==> config.mk <==
export PLATFORM = sky130hd
export DESIGN_NAME = ps2_event_decoder
export DESIGN_NICKNAME = d
export VERILOG_FILES = /design/src/rtl/ps2_event_decoder.sv
export SDC_FILE = /design/constraint.sdc
export NUM_CORES = 1
export LEC_CHECK = 0
export CORE_UTILIZATION = 59
export DETAILED_ROUTE_END_ITERATION = 6
export GPL_TIMING_DRIVEN = 0
export PLACE_DENSITY_LB_ADDON = 0.15
export REMOVE_ABC_BUFFERS = 1
export SLEW_MARGIN = 20
export SYNTH_ARGS = -nofsm -noshare
export SYNTH_HDL_FRONTEND = slang
export SYNTH_SLANG_ARGS = --single-unit
==> constraint.sdc <==
create_clock -name clk -period 3.5 [get_ports clk]
set_input_delay 0.7 -clock clk [delete_from_list [all_inputs] [get_ports clk]]
set_output_delay 0.7 -clock clk [all_outputs]
set_load 0.05 [all_outputs]
==> src/rtl/ps2_event_decoder.sv <==
// ps2_event_decoder: folds PS/2 E0/F0/E1 prefixes into atomic key events queued in a FWFT FIFO.
// Define PS2_TYPEMATIC_FILTER_EN to drop auto-repeated makes of the last pressed key.
module ps2_event_decoder #(
    parameter int DEPTH_LOG2 = 3
) (
    input  logic                  clk,
    input  logic                  reset,
    input  logic                  scan_ready,
    input  logic [7:0]            scan_code,
    output logic                  ev_valid,
    input  logic                  ev_ready,
    output logic [7:0]            ev_code,
    output logic                  ev_ext,
    output logic                  ev_release,
    output logic [DEPTH_LOG2:0]   ev_count,
    output logic                  overflow
);
    localparam int DEPTH = 1 << DEPTH_LOG2;

    typedef enum logic [1:0] {ST_IDLE, ST_EXT, ST_BRK, ST_PAUSE} state_t;

    state_t                state_q, state_d;
    logic                  ext_q, ext_d;
    logic [2:0]            skip_q, skip_d;
    logic                  dec_push, dec_ext, dec_rel;
    logic [7:0]            dec_code;
    logic                  push, pop, full, wr, drop;
    logic [DEPTH_LOG2-1:0] wr_ptr_q, wr_ptr_d, rd_ptr_q, rd_ptr_d;
    logic [DEPTH_LOG2:0]   count_q, count_d;
    logic                  ovf_q, ovf_d;
    logic [9:0]            mem_q [DEPTH];
    logic [9:0]            head;
    logic                  is_e0, is_f0, is_e1, is_fake, is_status;

    assign is_e0     = scan_code == 8'hE0;
    assign is_f0     = scan_code == 8'hF0;
    assign is_e1     = scan_code == 8'hE1;
    assign is_fake   = scan_code == 8'h12 || scan_code == 8'h59;
    assign is_status = scan_code inside {8'hAA, 8'hFA, 8'hFE, 8'hEE, 8'h00, 8'hFF};

    always_ff @(posedge clk or negedge reset) begin
        if (!reset) begin
            state_q <= ST_IDLE;
            ext_q   <= 1'b0;
            skip_q  <= 3'd0;
        end else begin
            state_q <= state_d;
            ext_q   <= ext_d;
            skip_q  <= skip_d;
        end
    end

    always_comb begin
        state_d = state_q;
        ext_d   = ext_q;
        skip_d  = skip_q;
        if (scan_ready) begin
            case (state_q)
                ST_IDLE: begin
                    if (is_e0) begin
                        state_d = ST_EXT;
                        ext_d   = 1'b1;
                    end else if (is_f0) begin
                        state_d = ST_BRK;
                        ext_d   = 1'b0;
                    end else if (is_e1) begin
                        state_d = ST_PAUSE;
                        skip_d  = 3'd7;
                    end
                end
                ST_EXT: begin
                    if (is_f0) state_d = ST_BRK;
                    else if (!is_e0) begin
                        state_d = ST_IDLE;
                        ext_d   = 1'b0;
                    end
                end
                ST_BRK: begin
                    if (!is_f0 && !is_e0) begin
                        state_d = ST_IDLE;
                        ext_d   = 1'b0;
                    end
                end
                default: begin
                    skip_d = skip_q - 3'd1;
                    if (skip_q == 3'd1) state_d = ST_IDLE;
                end
            endcase
        end
    end

    // Decoded event for this strobe; the Pause sequence collapses to a single E1 make
    always_comb begin
        dec_push = 1'b0;
        dec_ext  = ext_q;
        dec_rel  = 1'b0;
        dec_code = scan_code;
        if (scan_ready) begin
            case (state_q)
                ST_IDLE: begin
                    dec_push = !(is_e0 || is_f0 || is_e1 || is_status);
                    dec_ext  = 1'b0;
                end
                ST_EXT: begin
                    dec_push = !(is_f0 || is_e0 || is_fake);
                    dec_ext  = 1'b1;
                end
                ST_BRK: begin
                    dec_push = !(is_f0 || is_e0) && !(ext_q && is_fake);
                    dec_rel  = 1'b1;
                end
                default: begin
                    dec_push = skip_q == 3'd1;
                    dec_ext  = 1'b1;
                    dec_code = 8'hE1;
                end
            endcase
        end
    end

`ifdef PS2_TYPEMATIC_FILTER_EN
    logic       last_vld_q, last_vld_d;
    logic [8:0] last_key_q, last_key_d;
    logic       same_key;

    always_comb begin
        same_key   = last_vld_q && last_key_q == {dec_ext, dec_code};
        push       = dec_push && (dec_rel || !same_key);
        last_vld_d = last_vld_q;
        last_key_d = last_key_q;
        if (dec_push && !dec_rel && !same_key) begin
            last_vld_d = 1'b1;
            last_key_d = {dec_ext, dec_code};
        end else if (dec_push && dec_rel && same_key) begin
            last_vld_d = 1'b0;
        end
    end

    always_ff @(posedge clk or negedge reset) begin
        if (!reset) begin
            last_vld_q <= 1'b0;
            last_key_q <= 9'd0;
        end else begin
            last_vld_q <= last_vld_d;
            last_key_q <= last_key_d;
        end
    end
`else
    assign push = dec_push;
`endif

    // A full FIFO still accepts a push when the head is popped in the same cycle
    assign pop  = count_q != '0 && ev_ready;
    assign full = count_q == (DEPTH_LOG2+1)'(DEPTH);
    assign wr   = push && (!full || pop);
    assign drop = push && full && !pop;

    always_comb begin
        wr_ptr_d = wr ? wr_ptr_q + DEPTH_LOG2'(1) : wr_ptr_q;
        rd_ptr_d = pop ? rd_ptr_q + DEPTH_LOG2'(1) : rd_ptr_q;
        count_d  = count_q + (DEPTH_LOG2+1)'(wr) - (DEPTH_LOG2+1)'(pop);
        ovf_d    = ovf_q || drop;
    end

    always_ff @(posedge clk or negedge reset) begin
        if (!reset) begin
            wr_ptr_q <= '0;
            rd_ptr_q <= '0;
            count_q  <= '0;
            ovf_q    <= 1'b0;
        end else begin
            wr_ptr_q <= wr_ptr_d;
            rd_ptr_q <= rd_ptr_d;
            count_q  <= count_d;
            ovf_q    <= ovf_d;
        end
    end

    always_ff @(posedge clk) begin
        if (wr) mem_q[wr_ptr_q] <= {dec_ext, dec_rel, dec_code};
    end

    assign head       = mem_q[rd_ptr_q];
    assign ev_valid   = count_q != '0;
    assign ev_code    = ev_valid ? head[7:0] : 8'd0;
    assign ev_release = ev_valid && head[8];
    assign ev_ext     = ev_valid && head[9];
    assign ev_count   = count_q;
    assign overflow   = ovf_q;
endmodule

==> results of run 1 <==
-- critical path, delay by kind of cell --
| kind | cells | cell delay [ns] |
|---|---|---|
| compound gates | 2 | 0.76 |
| fa+ha+maj | 2 | 0.63 |
| simple gates | 2 | 0.70 |
| mux | 1 | 0.16 |
| buf+inv | 3 | 0.69 |
-- metrics by stage --
step / instances / TNS (ns)
4_1_cts: 409 / 0
6_report: 409 / 0
2_1_floorplan: 258 / 0
3_5_place_dp: 393 / -16.20
3_3_place_gp: 384 / -82.33
5_1_grt: 409 / 0
-- layer usage --
metal	global-route usage, %	vias up	routed length [µm]
li1	-	1112	-
met1	31.46	1203	3689
met2	37.76	46	4061
met3	3.918	10	189
met4	8.651	0	127
met5	0	-	0
-- power by group --
part / leakage [nW] / switching [W] / internal, W
Sequential: 0.926 / 0.000304 / 0.00154
Clock: 0.106 / 0.000378 / 0.000407
Combinational: 0.794 / 0.00118 / 0.000888
Total: 1.83 / 0.00187 / 0.00283
-- cells by family (layout without fill, tap and decap cells) --
logic type	after synthesis	in the layout	share of synthesized area, %
compound gates	24	24	4.328
xor+xnor	6	6	1.196
fa+ha+maj	14	14	4.156
buf+inv	27	69	2.562
flops	97	97	64.33
mux	37	37	14.43
simple gates	63	63	8.995
-- cell usage in the layout, fill, tap and decap left out, drive strengths merged, types with 2 or more instances in the layout --
| master | netlist | routed |
|---|---|---|
| nor2b | 2 | 2 |
| nor3 | 4 | 4 |
| clkinv | 0 | 2 |
| and2 | 4 | 4 |
| nand4 | 4 | 4 |
| dfrtp | 17 | 17 |
| nor4 | 3 | 3 |
| o21ai | 4 | 4 |
| buf | 6 | 9 |
| nand2 | 5 | 5 |
| or4 | 3 | 3 |
| nand2b | 7 | 7 |
| mux2i | 12 | 12 |
| mux2 | 5 | 5 |
| mux4 | 20 | 20 |
| xnor2 | 5 | 5 |
| clkdlybuf4s50 | 0 | 27 |
| clkbuf | 4 | 10 |
| bufinv | 0 | 2 |
| edfxtp | 80 | 80 |
| nor4b | 7 | 7 |
| or2 | 2 | 2 |
| nor2 | 16 | 16 |
| inv | 17 | 18 |
| nand3 | 3 | 3 |
| a21oi | 7 | 7 |
| ha | 13 | 13 |
-- state kept, by name, summed over array words and instances, names as in the netlist --
name / count
ev_count: 4
ext_q: 1
mem_q: 80
overflow: 1
rd_ptr_q: 3
skip_q: 3
state_q: 2
wr_ptr_q: 3
-- final cells by class --
cell class,count,area share (%)
flip-flops and latches,97,55.34
inverters,17,1.247
repair buffers,36,6.600
multi-input cells,144,30.11
well taps,99,2.420
clock buffers,10,2.493
clock inverters,6,1.784
-- how the worst max path moves through the flow --
stage,startpoint,to,slack [ns],cells after the start
final,scan_code[2],ev_count[1]$_DFF_PN0_,0.17,10
after global routing,scan_code[0],ev_count[1]$_DFF_PN0_,0.02,10
after CTS,scan_code[0],ev_count[1]$_DFF_PN0_,0.01,10
after detailed placement,scan_code[0],mem_q[1][6]$_DFFE_PP_,-0.41,8
after global placement,scan_code[0],mem_q[5][6]$_DFFE_PP_,-1.58,6
after floorplan,scan_code[7],mem_q[1][0]$_DFFE_PP_,0.41,5
-- timing repair --
| action | CTS | global route |
|---|---|---|
| buffers inserted | 0 | 0 |
| hold endpoints to repair | 0 | 0 |
| gates cloned | 0 | 0 |
| hold buffers | 0 | 0 |
| endpoints found under the setup margin | 6 | 42 |
| gates resized for setup | 2 | 4 |
| pin swaps | 0 | 1 |
==> flow_summary_export.csv, run 1 <==
group,metric,value,unit
synth,ys_types,51,
timing,layout_setup_ws,0.1678,ns
grt,grt_usage,23.06,%
timing,holdWs,0.4882,ns
grt,antenna_found_initial,0,
worst_setup_path,timing.rr.start,"state_q[1]$_DFFE_PN0P_",
job,cap_violations,0,
worst_setup_path,path_cells,"clkdlybuf4s50_1 > or4_4 > o21ai_2 > nor4b_4 > o21ai_4 > mux2i_1 > ha_1 > inv_1 > fa_1 > inv_1",
timing,max_freq,300.1,MHz
grt,gr-total-overflow,0,
worst_setup_path,endpoint_kind,"register",
hold_path,hp-class,"register to register",
placed_design,pre_cts_ws,-0.4128,ns
final_layout,n_antenna_cell,0,
synth,synth_edf_count,80,
final_layout,syn2layout_area_growth,16.45,%
synth,synth_common_cells,"80 x edfxtp_1, 20 x mux4_2, 17 x dfrtp_1, 17 x inv_1, 16 x nor2_1",
placed_design,io_buffers,27,
drt,wire_per_inst,19.73,µm
final_layout,utilization,70.95,%
placed_design,post-dp-hpwl,5.446,mm
worst_setup_path,worstSetupStartpointType,"input pin",
floorplan,die-area,7800,µm²
worst_setup_path,cp.arrival,3.63,ns
synth,ys.flop_type,"edfxtp_1",
timing,skew,0.01173,ns
final_layout,seq_area,2833,µm²
power_and_ir_drop,power-per-cell-area,917.8,nW/µm²
clock_tree,cts_sinks,97,
placed_design,gp_congestion,0.9292,
final_layout,drive_gt1_share,21.94,%
hold_path,hold_depth,1,
hold_path,min_from,"overflow$_DFF_PN0_",
drt,first_iter_violations,102,
power_and_ir_drop,p_leak,1.826,nW
timing,slew_violations,0,
final_layout,fill_cells,487,
power_and_ir_drop,ir_worst_vdd,0.0006171,V
synth,synth_area,4395,µm²
timing,fin_crit,3.332,ns
final_layout,finalInstanceArea,5119,µm²
worst_setup_path,critPathSlowestCell,"or4_4",
clock_tree,clk_path_buf_depth,2,
drt,drt_pass1_iterations,4,
synth,yosys_warnings,0,
timing,finalCritPeriodShare,95.20,%
clock_tree,clk_latency,0.35,ns
worst_setup_path,timing.rr.end,"mem_q[0][5]$_DFFE_PP_",
clock_tree,htreeDepth,3,
floorplan,core,7214,µm²
final_layout,nNetsFinal,331,
timing,worst-slew-pin-transition,0.8535,ns
clock_tree,cts_buffers,9,
worst_setup_path,r2r_cells,8,
final_layout,multi_input_area,1541,µm²
timing,slew_headroom,42.86,%
synth,synthArstFlopShare,17.53,%
synth,synth_top_area_cell,"edfxtp_1",
worst_setup_path,rrSetupSlack,0.54,ns
run_status,status,"completed",
clock_tree,cts.root.buffer_cell,"clkbuf_8",
clock_tree,clkTransAtPathRegs,0.09,ns
synth,synth-seq-cells,97,
floorplan,die_w,88.32,µm
floorplan,die_h,88.32,µm
floorplan,rows,31,
floorplan,ios,28,
timing,hold_violations,0,
grt,grt_pass1_vias,2371,
drt,drc_errors,0,
hold_path,min_to,"overflow$_DFF_PN0_",
synth,synth_area_per_cell,16.40,µm²
grt,grt_first_pass_wirelength,12.57,mm
worst_setup_path,cpMostUsedCell,"inv_1",
synth,yosys.area.top_type_share,54.65,%
drt,routed_wl,8.068,mm
drt,via_per_inst,5.797,
power_and_ir_drop,finalPower,0.004698,W
synth,yosysSeqAreaShare,64.33,%
synth,synth.area.top_cells,"edfxtp_1 55%, mux4_2 10%, dfrtp_1 9.7%",
worst_setup_path,critPathMaxStageDelay,0.59,ns
worst_setup_path,crit_required,3.80,ns
drt,dr_total_vias,2371,
synth,synth.most_common_cell,"edfxtp_1",
clock_tree,tritoncts,"yes",
worst_setup_path,worstSetupPathType,"input pin to register",
placed_design,placed_area,4862,µm²
synth,synth_cells,268,
floorplan,start_util,60.93,%
timing,rsz0062_at_grt,"no",
worst_setup_path,cp_max_fo,11,
grt,grt_max_degree,23,
drt,ant_nets,0,
timing,finalSetupViolations,0,
Note: power is estimated with default switching activity, not from simulation.
==> run 2: changes to the inputs <==
--- a/config.mk
+++ b/config.mk
@@ -5,8 +5,9 @@
 export SDC_FILE = /design/constraint.sdc
 export NUM_CORES = 1
 export LEC_CHECK = 0
-export CORE_UTILIZATION = 59
+export CORE_UTILIZATION = 53
 export DETAILED_ROUTE_END_ITERATION = 6
+export GPL_ROUTABILITY_DRIVEN = 0
 export GPL_TIMING_DRIVEN = 0
 export PLACE_DENSITY_LB_ADDON = 0.15
 export REMOVE_ABC_BUFFERS = 1
==> constraint.sdc (replaced) <==
create_clock -name clk -period 3 [get_ports clk]
set_input_delay 0.45 -clock clk [delete_from_list [all_inputs] [get_ports clk]]
set_output_delay 0.45 -clock clk [all_outputs]
set_load 0.05 [all_outputs]
==> flow_summary_export.csv, run 2 (same netlist as run 1, synthesis figures left out) <==
group,metric,value,unit
timing,finalCritPeriodShare,95.66,%
drt,wire_per_inst,19.36,µm
timing,max_freq,348.4,MHz
power_and_ir_drop,ir_worst_vdd,0.0006897,V
final_layout,syn2layout_area_growth,18.96,%
timing,slew_violations,0,
grt,grt_max_degree,23,
floorplan,die-area,8661,µm²
final_layout,multi_input_area,1545,µm²
drt,ant_nets,0,
worst_setup_path,cp_max_fo,12,
grt,grt_first_pass_wirelength,13.14,mm
hold_path,hp-class,"register to register",
clock_tree,cts_sinks,97,
drt,drt_pass1_iterations,4,
job,cap_violations,0,
worst_setup_path,worstSetupPathType,"register to primary output",
drt,drc_errors,0,
power_and_ir_drop,power-per-cell-area,1073,nW/µm²
grt,antenna_found_initial,0,
worst_setup_path,timing.rr.start,"state_q[0]$_DFFE_PN0P_",
final_layout,largest_reg_flops,80,
final_layout,nNetsFinal,341,
timing,layout_setup_ws,0.1301,ns
placed_design,io_buffers,27,
worst_setup_path,r2r_cells,8,
clock_tree,clk_path_buf_depth,2,
drt,first_iter_violations,154,
power_and_ir_drop,p_leak,1.926,nW
grt,gr-total-overflow,0,
grt,grt_use_met2,35.05,%
worst_setup_path,path_cells,"mux4_2 > mux2i_1 > nor2_1 > clkdlybuf4s50_1",
final_layout,final_common_cell,"edfxtp_1",
worst_setup_path,critPathSlowestCell,"clkdlybuf4s50_1",
hold_path,hold_depth,1,
hold_path,min_to,"overflow$_DFF_PN0_",
final_layout,drive_gt1_share,25.31,%
timing,finalSetupViolations,0,
final_layout,fin_cells,422,
drt,via_per_inst,5.668,
timing,skew,0.004451,ns
timing,hold_violations,0,
final_layout,regMostFlops,"mem_q",
floorplan,rows,32,
worst_setup_path,crit_buf_inv,1,
placed_design,dp.cells,395,
placed_design,pre_cts_ws,-0.5915,ns
floorplan,ios,28,
grt,grt-busiest-layer,"met2",
grt,grt_usage,21.30,%
final_layout,final_cell_mix,"80 x edfxtp_1, 20 x mux4_2, 17 x inv_1",
clock_tree,clk_latency,0.36,ns
floorplan,core,7888,µm²
worst_setup_path,rrSetupSlack,0.21,ns
floorplan,start_util,55.73,%
worst_setup_path,worstSetupStartpointType,"register",
timing,fin_crit,2.870,ns
hold_path,min_from,"overflow$_DFF_PN0_",
clock_tree,clkTransAtPathRegs,0.09,ns
timing,worst-slew-pin-transition,0.8143,ns
grt,use_met1,27.52,%
final_layout,fill_cells,538,
timing,holdWs,0.4916,ns
worst_setup_path,crit_required,2.55,ns
drt,dr_total_vias,2392,
timing,slew_headroom,45.25,%
clock_tree,htreeDepth,3,
worst_setup_path,timing.rr.end,"mem_q[5][0]$_DFFE_PP_",
clock_tree,cts.root.buffer_cell,"clkbuf_8",
timing,final.setup.tns,0,ns
drt,routed_wl,8.170,mm
power_and_ir_drop,finalPower,0.005608,W
worst_setup_path,critPathMaxStageDelay,0.70,ns
floorplan,die_w,93.07,µm
final_layout,seq_area,2833,µm²
run_status,status,"completed",
worst_setup_path,cp_top_family,"buffers and inverters",
grt,grt_use_met3,4.634,%
clock_tree,tritoncts,"yes",
final_layout,n_antenna_cell,0,
grt,grt_pass1_vias,2455,
clock_tree,cts_buffers,9,
worst_setup_path,endpoint_kind,"primary output",
placed_design,post-dp-hpwl,5.494,mm
floorplan,die_h,93.07,µm
worst_setup_path,cp.arrival,2.42,ns
## run 2: worst max-delay path by stage
stage                                  startpoint                     to  depth (start not counted)
final                     rd_ptr_q[0]$_DFFE_PN0P_             ev_code[6]                          4
after global placement               scan_code[2]  mem_q[1][1]$_DFFE_PP_                          6
after detailed placement             scan_code[0]  ev_count[1]$_DFF_PN0_                         10
after floorplan            state_q[0]$_DFFE_PN0P_  mem_q[1][0]$_DFFE_PP_                          6
after global routing       state_q[0]$_DFFE_PN0P_  mem_q[4][0]$_DFFE_PP_                          7
after CTS                 rd_ptr_q[0]$_DFFE_PN0P_                 ev_ext                          4
## run 2: layout make-up
class / count / share of cell area, %
clock buffers: 9 / 2.369
clock inverters: 7 / 2.249
inverters: 17 / 1.220
multi-input cells: 144 / 29.55
flip-flops and latches: 97 / 54.18
well taps: 102 / 2.441
repair buffers: 46 / 7.992
## run 2: layer usage
| metal | vias to the layer above | wire length, µm |
|---|---|---|
| met5 | - | 0 |
| met4 | 0 | 158 |
| met3 | 10 | 291 |
| met2 | 51 | 4192 |
| met1 | 1198 | 3527 |
| li1 | 1133 | - |
## run 2: worst reg2reg max path: cells and delay by family (launching register included)
family,cells,cell delay (ns)
buffers and inverters,2,0.46
adder cells (fa/ha/maj),1,0.25
AND/OR/NAND/NOR,3,1.01
flip-flops,1,0.42
AO/OA/AOI/OAI,2,0.36
## run 2: power breakdown
group	switching (W)	total (W)	internal (W)	leakage (nW)
clock	0.000447	0.00100	0.000553	0.114
combinational	0.00144	0.00250	0.00106	0.887
sequential	0.000321	0.00211	0.00179	0.926
## run 2: stage by stage
step / area (µm²) / util (%)
after floorplan: 4347 / -
after detailed placement: 4846 / 61.44
after CTS: 5171 / 65.56
final: 5229 / 66.29
after global routing: 5229 / 66.29
after global placement: 4745 / 60.15
## run 2: repair_timing
item / CTS / global route
setup buffers: 6 / 5
pin swaps: 2 / 1
endpoints found under the setup margin: 50 / 21
gates resized for setup: 13 / 6
hold buffers: 0 / 0
==> run 3: changes to the inputs <==
--- a/config.mk
+++ b/config.mk
@@ -9,6 +9,7 @@
 export DETAILED_ROUTE_END_ITERATION = 6
 export GPL_ROUTABILITY_DRIVEN = 0
 export GPL_TIMING_DRIVEN = 0
+export HOLD_SLACK_MARGIN = 0.12
 export PLACE_DENSITY_LB_ADDON = 0.15
 export REMOVE_ABC_BUFFERS = 1
 export SLEW_MARGIN = 20
==> results of run 3 <==
The final DEF is identical to that of run 2; final timing and power are the same.
